$ cat src/rtl/agex_hazard_ctrl_pkg.sv
// Shared constants for the AGEX hazard/redirect controller.
package agex_hazard_ctrl_pkg;

    // Register index width for the 32-entry architectural register file.
    localparam int REGNO_W = 5;

    // Default width of each per-register in-flight write counter.
    localparam int HZ_CNT_W = 2;

    // Default PC / branch target width.
    localparam int HZ_DBITS = 32;

    // Redirect FSM state codes. REDIRECT is reserved and behaves like IDLE.
    localparam logic [1:0] HZ_IDLE     = 2'b00;
    localparam logic [1:0] HZ_REDIRECT = 2'b01;
    localparam logic [1:0] HZ_DRAIN    = 2'b10;

endpackage

$ cat src/rtl/agex_hazard_ctrl_reg_scoreboard.sv
// Per-register in-flight write counters. A register is busy while any write
// issued from DE has not yet retired in WB. Counter overflow or underflow
// raises a sticky error; x0 never counts.
module agex_hazard_ctrl_reg_scoreboard
    import agex_hazard_ctrl_pkg::*;
#(
    parameter int NREGS = 32,
    parameter int CNT_W = HZ_CNT_W
) (
    input  logic               clk,
    input  logic               reset,
    input  logic               inc_valid,
    input  logic [REGNO_W-1:0] inc_idx,
    input  logic               dec_valid,
    input  logic [REGNO_W-1:0] dec_idx,
    output logic [NREGS-1:0]   busy,
    output logic               err
);

    localparam logic [CNT_W-1:0] CNT_MAX  = {CNT_W{1'b1}};
    localparam logic [CNT_W-1:0] CNT_ONE  = CNT_W'(1);
    localparam logic [CNT_W-1:0] CNT_ZERO = '0;

    logic [NREGS-1:0] err_hit;
    logic             err_reg;

    genvar gi;
    generate
        for (gi = 0; gi < NREGS; gi++) begin : g_reg
            if (gi == 0) begin : g_zero
                // x0 is hardwired: never busy, never flags an error.
                assign busy[gi]    = 1'b0;
                assign err_hit[gi] = 1'b0;
            end else begin : g_cnt
                logic             inc_hit;
                logic             dec_hit;
                logic             bad_op;
                logic [CNT_W-1:0] cnt_reg;
                logic [CNT_W-1:0] cnt_next;

                assign inc_hit = inc_valid && (inc_idx == REGNO_W'(gi));
                assign dec_hit = dec_valid && (dec_idx == REGNO_W'(gi));

                // Next count: simultaneous inc/dec cancel; saturate and flag on misuse.
                always_comb begin
                    cnt_next = cnt_reg;
                    bad_op   = 1'b0;
                    if (inc_hit && !dec_hit) begin
                        if (cnt_reg == CNT_MAX) bad_op = 1'b1;
                        else                    cnt_next = cnt_reg + CNT_ONE;
                    end else if (dec_hit && !inc_hit) begin
                        if (cnt_reg == CNT_ZERO) bad_op = 1'b1;
                        else                     cnt_next = cnt_reg - CNT_ONE;
                    end
                end

                // Counter register.
                always_ff @(posedge clk) begin
                    if (reset) cnt_reg <= '0;
                    else       cnt_reg <= cnt_next;
                end

                assign busy[gi]    = (cnt_reg != CNT_ZERO);
                assign err_hit[gi] = bad_op;
            end
        end
    endgenerate

    // Sticky error flag, cleared only by reset.
    always_ff @(posedge clk) begin
        if (reset)         err_reg <= 1'b0;
        else if (|err_hit) err_reg <= 1'b1;
    end

    assign err = err_reg;

endmodule

$ cat src/rtl/agex_hazard_ctrl.sv
// Hazard and redirect controller for the FE-DE-AGEX-MEM-WB pipeline.
// Stalls DE on RAW hazards against in-flight writes and redirects FE on taken
// branches resolved in AGEX, squashing wrong-path work for 1+FLUSH_DEPTH cycles.
module agex_hazard_ctrl
    import agex_hazard_ctrl_pkg::*;
#(
    parameter int NREGS       = 32,
    parameter int CNT_W       = HZ_CNT_W,
    parameter int FLUSH_DEPTH = 1,
    parameter int DBITS       = HZ_DBITS
) (
    input  logic               clk,
    input  logic               reset,
    input  logic               de_valid,
    input  logic [REGNO_W-1:0] de_rs1,
    input  logic               de_rs1_used,
    input  logic [REGNO_W-1:0] de_rs2,
    input  logic               de_rs2_used,
    input  logic [REGNO_W-1:0] de_rd,
    input  logic               de_wr_reg,
    input  logic               agex_br_valid,
    input  logic               agex_br_taken,
    input  logic [DBITS-1:0]   agex_br_target,
    input  logic               wb_valid,
    input  logic [REGNO_W-1:0] wb_rd,
    input  logic               wb_wr_reg,
    output logic               stall_fe,
    output logic               stall_de,
    output logic               flush_de,
    output logic               redirect_valid,
    output logic [DBITS-1:0]   redirect_pc,
    output logic               sb_error
);

    localparam logic [2:0] DRAIN_LOAD = 3'(FLUSH_DEPTH);

    logic [1:0]       state_reg;
    logic [1:0]       state_next;
    logic [2:0]       drain_cnt_reg;
    logic [2:0]       drain_cnt_next;
    logic             take;
    logic             raw;
    logic             de_fire;
    logic             sb_inc;
    logic             sb_dec;
    logic [NREGS-1:0] busy;

    // Busy is sampled before this cycle's WB decrement: the regfile has no
    // write-through, so a reader waits one extra cycle after retirement.
    agex_hazard_ctrl_reg_scoreboard #(
        .NREGS (NREGS),
        .CNT_W (CNT_W)
    ) u_sb (
        .clk       (clk),
        .reset     (reset),
        .inc_valid (sb_inc),
        .inc_idx   (de_rd),
        .dec_valid (sb_dec),
        .dec_idx   (wb_rd),
        .busy      (busy),
        .err       (sb_error)
    );

    // Redirect FSM next-state; branches are ignored while draining because
    // AGEX only holds bubbles then.
    always_comb begin
        state_next     = HZ_IDLE;
        drain_cnt_next = 3'd0;
        take           = 1'b0;
        case (state_reg)
            HZ_DRAIN: begin
                if (drain_cnt_reg > 3'd1) begin
                    state_next     = HZ_DRAIN;
                    drain_cnt_next = drain_cnt_reg - 3'd1;
                end
            end
            default: begin
                take = agex_br_valid & agex_br_taken;
                if (take && (FLUSH_DEPTH > 0)) begin
                    state_next     = HZ_DRAIN;
                    drain_cnt_next = DRAIN_LOAD;
                end
            end
        endcase
    end

    // FSM state and drain counter registers.
    always_ff @(posedge clk) begin
        if (reset) begin
            state_reg     <= HZ_IDLE;
            drain_cnt_reg <= 3'd0;
        end else begin
            state_reg     <= state_next;
            drain_cnt_reg <= drain_cnt_next;
        end
    end

    // Stall/flush/redirect outputs; a flush always overrides a RAW stall.
    always_comb begin
        raw            = de_valid & ((de_rs1_used & busy[de_rs1]) |
                                     (de_rs2_used & busy[de_rs2]));
        flush_de       = take | (state_reg == HZ_DRAIN);
        stall_de       = raw & ~flush_de;
        stall_fe       = stall_de;
        redirect_valid = take;
        redirect_pc    = take ? agex_br_target : '0;
        de_fire        = de_valid & ~stall_de & ~flush_de;
        sb_inc         = de_fire & de_wr_reg & (de_rd != '0);
        sb_dec         = wb_valid & wb_wr_reg & (wb_rd != '0);
    end

endmodule

$ cat config.mk
export PLATFORM = sky130hd
export DESIGN_NAME = agex_hazard_ctrl
export DESIGN_NICKNAME = d
export VERILOG_FILES = /design/src/rtl/agex_hazard_ctrl_pkg.sv /design/src/rtl/agex_hazard_ctrl_reg_scoreboard.sv /design/src/rtl/agex_hazard_ctrl.sv
export SDC_FILE = /design/constraint.sdc
export NUM_CORES = 1
export LEC_CHECK = 0
export BUFFER_PORTS_ARGS = -buffer_cell sky130_fd_sc_hd__buf_2
export CAP_MARGIN = 5
export CELL_PAD_IN_SITES_DETAIL_PLACEMENT = 0
export CELL_PAD_IN_SITES_GLOBAL_PLACEMENT = 2
export CORE_AREA = 4 4 134 136
export DETAILED_ROUTE_END_ITERATION = 6
export DIE_AREA = 0 0 138 140
export GPL_ROUTABILITY_DRIVEN = 0
export PLACE_DENSITY_LB_ADDON = 0.25
export SYNTH_ARGS = -nofsm -noshare
export SYNTH_HDL_FRONTEND = slang
export SYNTH_SLANG_ARGS = --single-unit
$ cat constraint.sdc
create_clock -name clk -period 5.95 [get_ports clk]
set_input_delay 1.19 -clock clk [delete_from_list [all_inputs] [get_ports clk]]
set_output_delay 1.19 -clock clk [all_outputs]
set_load 0.02 [all_outputs]
# Yosys cells after proc, flatten, opt, wreduce, memory -nomap -nowiden
# Cells that the tools add are included.
# Widths: inputs -> output; s select.
# totals
inputBits	62
register_bits	68
out_inout_bits	37
# op_classes
eq_ne	156
n_addsub	63
n_reduce_logical	313
magnitude_cmp	3
n_mux	260
bitwise_logic	15
# op_table
cell	count
$mux 2	127
$eq 5x5->1 const B	32
$mux 1	128
$logic_and 1x1->1	124
$reduce_bool 2->1	62
$reduce_and 3->1	31
$eq 5x4->1 const B	16
$eq 2x2->1 const B	32
$add 2x1->2 const B	31
$logic_not 1->1	62
$logic_not 2->1	31
$ne 2x1->1 const B	31
$ne 2x2->1 const B	31
$sub 2x1->2 const B	31
$eq 5x3->1 const B	8
$mux 32	1
$reduce_or 31->1	1
$eq 5x2->1 const B	4
$lt 5x6->1 const B	2
$and 1x1->1	11
$bmux 1 s5	2
$eq 5x1->1 const B	2
$reduce_bool 5->1	2
$mux 3	2
other kinds (4)	6

# Depth between registers and ports, before layout
# Gate-level depths: netlist of run 1.
# logic_depth
word_depth	18
mapped_depth	14

# Hierarchy
# A second synthesis of run 1 with hierarchy kept.
# unflattened
hier_cells	828
area_unflattened_um2	6134.6
# by_module_without_submodules
module	n_inst	cells_per_inst	area_each_um2
agex_hazard_ctrl_reg_scoreboard	1	721	5103.6
agex_hazard_ctrl	1	107	1031.0

# Worst setup path after synthesis of run 1
# No wires, ideal clock.
# synth_path
path_kind	input to output
from	in de_rs2[0]
to	out stall_fe
t_arrival_ps	3341
required_ps	4760
path_slack_ps	1419
path_stages	9
path_buffers	4
path_cell_list	buf_2 -> mux4_2 -> a22o_1 -> a211oi_2 -> nor4_4 -> buf_6 -> buf_2 -> nor2_1 -> buf_4
# synth_via
elab_chain_len	6
# synth_rtl
item	line	text
start, declared	agex_hazard_ctrl.sv:17	input logic [REGNO_W-1:0] de_rs2,
$bmux 1 s5	agex_hazard_ctrl.sv:101	(de_rs2_used & busy[de_rs2]));
$mux 1 (not written as such)	agex_hazard_ctrl.sv:101	
$and 1x1->1	agex_hazard_ctrl.sv:101	
$or 1x1->1	agex_hazard_ctrl.sv:100	raw = de_valid & ((de_rs1_used & busy[de_rs1]) |
$and 1x1->1	agex_hazard_ctrl.sv:100	
$and 1x1->1	agex_hazard_ctrl.sv:103	stall_de = raw & ~flush_de;
end, declared	agex_hazard_ctrl.sv:27	output logic stall_fe,
# Every way passes these cells. The select of a mux whose other input is x is not followed.

# Final worst setup path of run 1
# layout_path
from	in de_rs2[2]
to	out stall_de
# layout_via
elab_chain_len	6
# layout_rtl
item	line	text
$bmux 1 s5	agex_hazard_ctrl.sv:101	
$mux 1 (not written as such)	agex_hazard_ctrl.sv:101	
$and 1x1->1	agex_hazard_ctrl.sv:101	
$or 1x1->1	agex_hazard_ctrl.sv:100	
$and 1x1->1	agex_hazard_ctrl.sv:100	
$and 1x1->1	agex_hazard_ctrl.sv:103	
end, declared	agex_hazard_ctrl.sv:28	output logic stall_de,
# Every way passes these cells. The select of a mux whose other input is x is not followed.

==> run_results.csv, run 1 <==
group,metric,value,unit
critical_path,critPathKind,"input pin to output port",
floorplanning,die_area,0.01932,sq mm
synth,synth_area_per_cell,6.786,sq um
placed_design,dp_slack,1309,ps
power,clkPwrFrac,48.9,%
grt,grt_pass1_vias,6294,
synth,ys_types,72,
drt,detail-route-antenna-nets,0,
clock_tree,postCtsSetupBuffers,0,
sta,fin_crit_sh,74.18,%
layout,num_antenna_cells,0,
power,p_sw_share,28.11,%
grt,gr-total-overflow,0,
drt,dr.first_iter.drc_count,898,
layout,fin_cells,1134,
power,cellPowerDensity,187.8,mW/mm^2
sta,fin_ws,1537,ps
synth,syn_nets,892,
synth,async_flop_share,0,%
power,peakVddDrop,0.1316,mV
sta,slew_headroom,31.35,%
clock_tree,cts_buffer_depth,2,
clock_tree,cts.repair.resized,0,
synth,synth_area,0.005619,sq mm
sta,finalSetupTns,0,ps
run,drv_cap,0,
layout,multi_input_area,0.004010,sq mm
clock_tree,cts_buffers,9,
clock_tree,clkSlewWorstSetupHoldPaths,60,ps
grt,grt_use_total,23.50,%
hold_path,hp-class,"flop to flop",
critical_path,required,4760,ps
outcome,status,"complete, no violations",
clock_tree,cts_tree,"built",
synth,yosysTopAreaCellShare,23.87,%
floorplanning,fp-row-count,48,
critical_path,setup.worst_path.end_class,"output port",
synth,synth-main-ff-cell,"dfxtp_1",
drt,drc,0,
synth,ys.warnings.count,0,
floorplanning,die_h,140,um
drt,num_vias,6871,
layout,drive_gt1_share,15.62,%
clock_tree,cts_hold_buf,0,
drt,routed_via_density,6.059,
sta,hold_viol,0,
sta,fin_skew,7.200,ps
power,p_leak,2.342,nW
layout,finalInstanceArea,0.006579,sq mm
floorplanning,pin_count,99,
grt,grt_pass1_wl,36.01,mm
layout,largest_register_ffs,62,
sta,grt_setup_unrepaired,"no",
synth,synth_cells,828,
placed_design,portBuffers,98,
synth,synth_edf_count,0,
floorplanning,initial_core_util,33.18,%
grt,antenna_found_initial,0,
power,p_int,0.0008882,W
critical_path,cp-start-kind,"input pin",
placed_design,placed_cells,1118,
floorplanning,die_x,138,um
synth,synth_area_leaders,"dfxtp_1, nand2_1, a21oi_1",
synth,yosysSeqAreaShare,23.87,%
drt,firstDrtPassIters,6,
synth,synth_seq_cells,67,
clock_tree,cts_root_buf,"clkbuf_16",
drt,wire_per_inst,20.69,um
layout,post-route-util,38.84,%
placed_design,placed_cell_area,0.006251,sq mm
layout,area_growth,17.08,%
critical_path,path_max_fanout,22,
layout,final_nets,968,
critical_path,arrival,3220,ps
sta,final.min_clock_period,4413,ps
clock_tree,cts.sinks,67,
synth,synth_commonest_cells,"nand2_1, nor2_1, a21oi_1",
power,p_comb_share,14.3,%
sta,tightestPinTransition,1016,ps
placed_design,dp_hpwl,18.46,mm
floorplanning,core-area,0.01694,sq mm
sta,setup_viol,0,
grt,grt_max_degree,38,
power,seq_power_share,36.8,%
layout,seqCellArea,0.001341,sq mm
sta,slew_violations,0,
sta,fmax,0.2266,GHz
layout,fillers,1860,
clock_tree,insertion_delay,350,ps
clock_tree,htree_levels,3,
synth,yosysMostFrequentCell,"nand2_1",
power,switchingPower,0.0003473,W
drt,wl,23.47,mm
synth,synth_top_area_cell,"dfxtp_1",
-- metrics by stage --
stage          power (W)  hold WS (ps)
4_1_cts         0.001241         465.7
3_3_place_gp   0.0006349         438.5
6_report        0.001235         477.5
2_1_floorplan  0.0005745         427.8
5_1_grt         0.001276         500.9
3_5_place_dp   0.0006379         451.4
-- layout make-up --
class	count	area share, %
Multi-Input combinational cell	700	60.95
Sequential cell	67	20.39
Timing Repair Buffer	104	8.140
Tap cell	225	4.279
Clock buffer	10	3.633
Clock inverter	6	1.350
Inverter	22	1.255
-- logic make-up (layout without fill, tap and decap cells) --
family	count (synthesis)	count (layout)	share of synthesized area (%)
adders and majority gates	2	2	0.4453
xor gates and xnor gates	1	1	0.1559
AOI/OAI and AO/OA	246	246	27.72
buffers and inverters	61	142	4.765
DFF	67	67	23.87
muxes	13	13	3.696
and+or+nand+nor	438	438	39.35
-- power by group through the flow --
stage	logic, W	registers, W	clock network [W]
2_1_floorplan	0.000110	0.000464	0
3_3_place_gp	0.000170	0.000465	0
3_5_place_dp	0.000173	0.000465	0
4_1_cts	0.000174	0.000455	0.000612
5_1_grt	0.000191	0.000455	0.000630
6_report	0.000177	0.000455	0.000604
-- per-layer routing --
metal / routed length, um / vias to the layer above / global-route usage, % / share of wire (%)
li1: - / 3208 / - / -
met1: 10440 / 3312 / 32.39 / 44
met2: 10710 / 298 / 38.00 / 46
met3: 1741 / 53 / 3.892 / 7.4
met4: 580 / 0 / 6.760 / 2.5
met5: 0 / - / 0 / 0
-- placed cells by master (no fill, tap or decap), types with 8 or more instances in the layout --
cell       instances
nand2_1          106
or3_1             14
dfxtp_1           67
o21bai_1           8
a31oi_1           24
nor3_1            47
o21ai_0           54
nor2_1            83
nand3b_1           9
clkbuf_16          9
nand4_1           12
nor2b_1           10
and2_1            40
a21o_1            10
o21ai_1           11
buf_2             98
a21oi_1           71
and3_1            11
nor4_1             9
nand3_1           52
o21a_1            10
inv_1             21
nand2b_1          19
-- worst max-delay path: stages --
cell and delay (ps):
buf_2 340, mux4_2 560, o22a_1 220, a311oi_2 430, nor4_4 100, nor2_1 180, buf_2 200
-- worst paths after layout --
path | start | endpoint | slack, ps | depth (start not counted)
setup reg to reg | u_sb.g_reg[25].g_cnt.cnt_reg[0] | u_sb.err | 2070 | 11
hold / removal | drain_cnt_reg[0] | drain_cnt_reg[0] | 480 | 1
setup / recovery | de_rs2[2] | stall_de | 1540 | 7
hold reg to reg | drain_cnt_reg[0] | drain_cnt_reg[0] | 480 | 1
(Power assumes the default switching activity.)
==> inputs of run 2 (changes only) <==
ABC_AREA = 1   (was default)
CORE_AREA = 4 4 156 158   (was 4 4 134 136)
DIE_AREA = 0 0 160 162   (was 0 0 138 140)
clock period = 4 ns   (was 5.95 ns; I/O delays follow)
==> run 2 against run 1 <==
  * Utilization is 8.9 points lower
  * First-iteration DRC count fell by 54%
  * Non-clock buffer count increased by 7
  * Critical path depth up 14
  * Critical path type is now input pin to flop
  * Flip-flop and latch count stayed put
  * Cell count rose by 32%
  * Highest routed layer unchanged
  * Power grew 36%
  * Global-route usage is 6.4 points lower
==> run_results.csv, run 2 <==
group,metric,value,unit
outcome,status,"complete, no violations",
placed_design,dp_hpwl,17.44,mm
power,peakVddDrop,0.1363,mV
synth,synth_commonest_cells,"nand2_1, inv_1, nor2_1",
sta,finalSetupTns,0,ps
synth,synth_top_area_cell,"dfxtp_1",
run,drv_cap,0,
synth,synth_edf_count,0,
sta,grt_setup_unrepaired,"no",
power,p_sw_share,30.45,%
grt,antenna_found_initial,0,
synth,synth_area_per_cell,5.313,sq um
synth,async_flop_share,0,%
clock_tree,insertion_delay,350,ps
grt,gr-total-overflow,0,
floorplanning,fp-row-count,56,
clock_tree,cts_hold_buf,0,
floorplanning,die_h,162,um
layout,final_common_cell,"nand2_1",
layout,area_growth,17.78,%
critical_path,required,4220,ps
drt,wl,22.30,mm
clock_tree,htree_levels,3,
drt,num_vias,6829,
synth,syn_nets,1171,
critical_path,arrival,3240,ps
synth,ys_types,33,
clock_tree,cts.repair.resized,0,
synth,synth_seq_cells,67,
power,switchingPower,0.0005102,W
drt,detail-route-antenna-nets,0,
layout,num_antenna_cells,0,
drt,routed_via_density,4.574,
drt,dr.first_iter.drc_count,410,
sta,tightestPinTransition,727.1,ps
sta,setup_viol,0,
floorplanning,core-area,0.02312,sq mm
layout,drive_gt1_share,11.14,%
grt,grt_pass1_vias,6472,
synth,synth_cells,1107,
drt,wire_per_inst,14.94,um
layout,final_nets,1262,
hold_path,hp-class,"flop to flop",
placed_design,portBuffers,98,
grt,grt_pass1_wl,34.80,mm
synth,yosysSeqAreaShare,22.80,%
critical_path,critPathKind,"input pin to flop",
sta,hold_viol,0,
synth,yosysMostFrequentCell,"nand2_1",
synth,synth-main-ff-cell,"dfxtp_1",
power,seq_power_share,40.3,%
grt,grt_use_total,17.08,%
clock_tree,cts_root_buf,"clkbuf_16",
synth,synth_area_leaders,"dfxtp_1, nand2_1, inv_1",
sta,fin_crit_sh,75.71,%
power,p_leak,3.464,nW
clock_tree,postCtsSetupBuffers,0,
drt,firstDrtPassIters,5,
synth,synth_area,0.005882,sq mm
sta,fin_skew,4.706,ps
clock_tree,cts_buffers,9,
power,power,0.001676,W
drt,drc,0,
critical_path,setup.worst_path.end_class,"flop",
power,cellPowerDensity,241.9,mW/mm^2
sta,slew_violations,0,
sta,holdWs,476.4,ps
sta,slew_headroom,51.47,%
power,clkPwrFrac,44.1,%
clock_tree,cts_tree,"built",
clock_tree,cts.sinks,67,
clock_tree,cts_buffer_depth,2,
placed_design,placed_cells,1477,
floorplanning,die_area,0.02592,sq mm
power,p_comb_share,15.6,%
power,p_int,0.001166,W
sta,final.min_clock_period,3028,ps
synth,ys.warnings.count,0,
critical_path,cp-start-kind,"input pin",
layout,fin_cells,1493,
synth,yosysTopAreaCellShare,22.80,%
floorplanning,die_x,160,um
floorplanning,initial_core_util,25.44,%
layout,mostFrequentLayoutCells,"nand2_1, inv_1, nor2_1, nand3_1, buf_2",
grt,grt_max_degree,34,
critical_path,path_max_fanout,21,
layout,largest_register_ffs,62,
sta,fmax,0.3302,GHz
floorplanning,pin_count,99,
clock_tree,clkSlewWorstSetupHoldPaths,60,ps
[run 2: cell types whose count changed after synthesis, moves of 14 or more]
| cell | change |
|---|---|
| a21oi_1 | -39 |
| nand2_1 | +171 |
| nand4_1 | +19 |
| nand2b_1 | -19 |
| or3_1 | -14 |
| and2_1 | -40 |
| inv_1 | +212 |
| nand3_1 | +72 |
| nor2_1 | +96 |
| nor3_1 | -39 |
[run 2: metal layers]
layer | track usage [%] | part of all wire, %
met1 | 21.24 | 46
met2 | 31.27 | 49
met3 | 2.284 | 3.2
met4 | 4.145 | 1.3
met5 | 0 | 0
[run 2: logic make-up after synthesis]
| kind of cell | Yosys count | share of synthesized area (%) |
|---|---|---|
| compound gates | 141 | 13.34 |
| xor+xnor | 1 | 0.1489 |
| fa+ha+maj | 2 | 0.4254 |
| buf+inv | 266 | 18.04 |
| flops | 67 | 22.80 |
| mux | 1 | 0.1702 |
| simple gates | 629 | 45.08 |
[run 2: cell type report]
class                           instances  area, sq um
Clock buffer                           10        229.0
Clock inverter                          6        32.53
Fill cell                            2717        16190
Inverter                              235        882.1
Multi-Input combinational cell        774         3480
Sequential cell                        67         1341
Tap cell                              290        362.8
Timing Repair Buffer                  111        600.6
[run 2: path summary, 6_finish.rpt]
kind         slack [ps]                               to                             from  cells past startpoint
max reg2reg        1020                         u_sb.err  u_sb.g_reg[25].g_cnt.cnt_reg[0]                     21
min                 480  u_sb.g_reg[26].g_cnt.cnt_reg[0]  u_sb.g_reg[26].g_cnt.cnt_reg[0]                      1
min reg2reg         480  u_sb.g_reg[26].g_cnt.cnt_reg[0]  u_sb.g_reg[26].g_cnt.cnt_reg[0]                      1
max                 970                         u_sb.err                        de_rs1[0]                     21
[run 2: stage by stage]
stage / worst slack, ps / cell area, sq um / util [%]
floorplan: 969.9 / 5882 / -
global placement: 571.0 / 6666 / 28.83
detailed placement: 556.4 / 6666 / 28.83
CTS: 927.4 / 6928 / 29.96
global route: 596.3 / 6928 / 29.96
finish: 971.6 / 6928 / 29.96
[run 2: worst max-delay path, cell delays in order]
cell and delay, ps:
buf_2 180, inv_2 160, o21ai_0 250, nand2_1 80, nand3_1 70, nand3_1 80
nand2_1 70, nand2_1 60, nand3_2 80, nand2_1 90, nor2_4 200, buf_4 310
nand3_1 130, nand3_1 130, nand2_1 50, nor2_1 130, nand2_1 70, nor2_1 100
nand2_1 50, nor2_1 80, nor2_1 40
[run 2: power groups by stage]
stage	registers, W	logic, W	clock network (W)
finish	0.000675	0.000262	0.000739
global route	0.000675	0.000292	0.000794
CTS	0.000674	0.000265	0.000764
detailed placement	0.000689	0.000264	0
global placement	0.000689	0.000265	0
floorplan	0.000689	0.000157	0
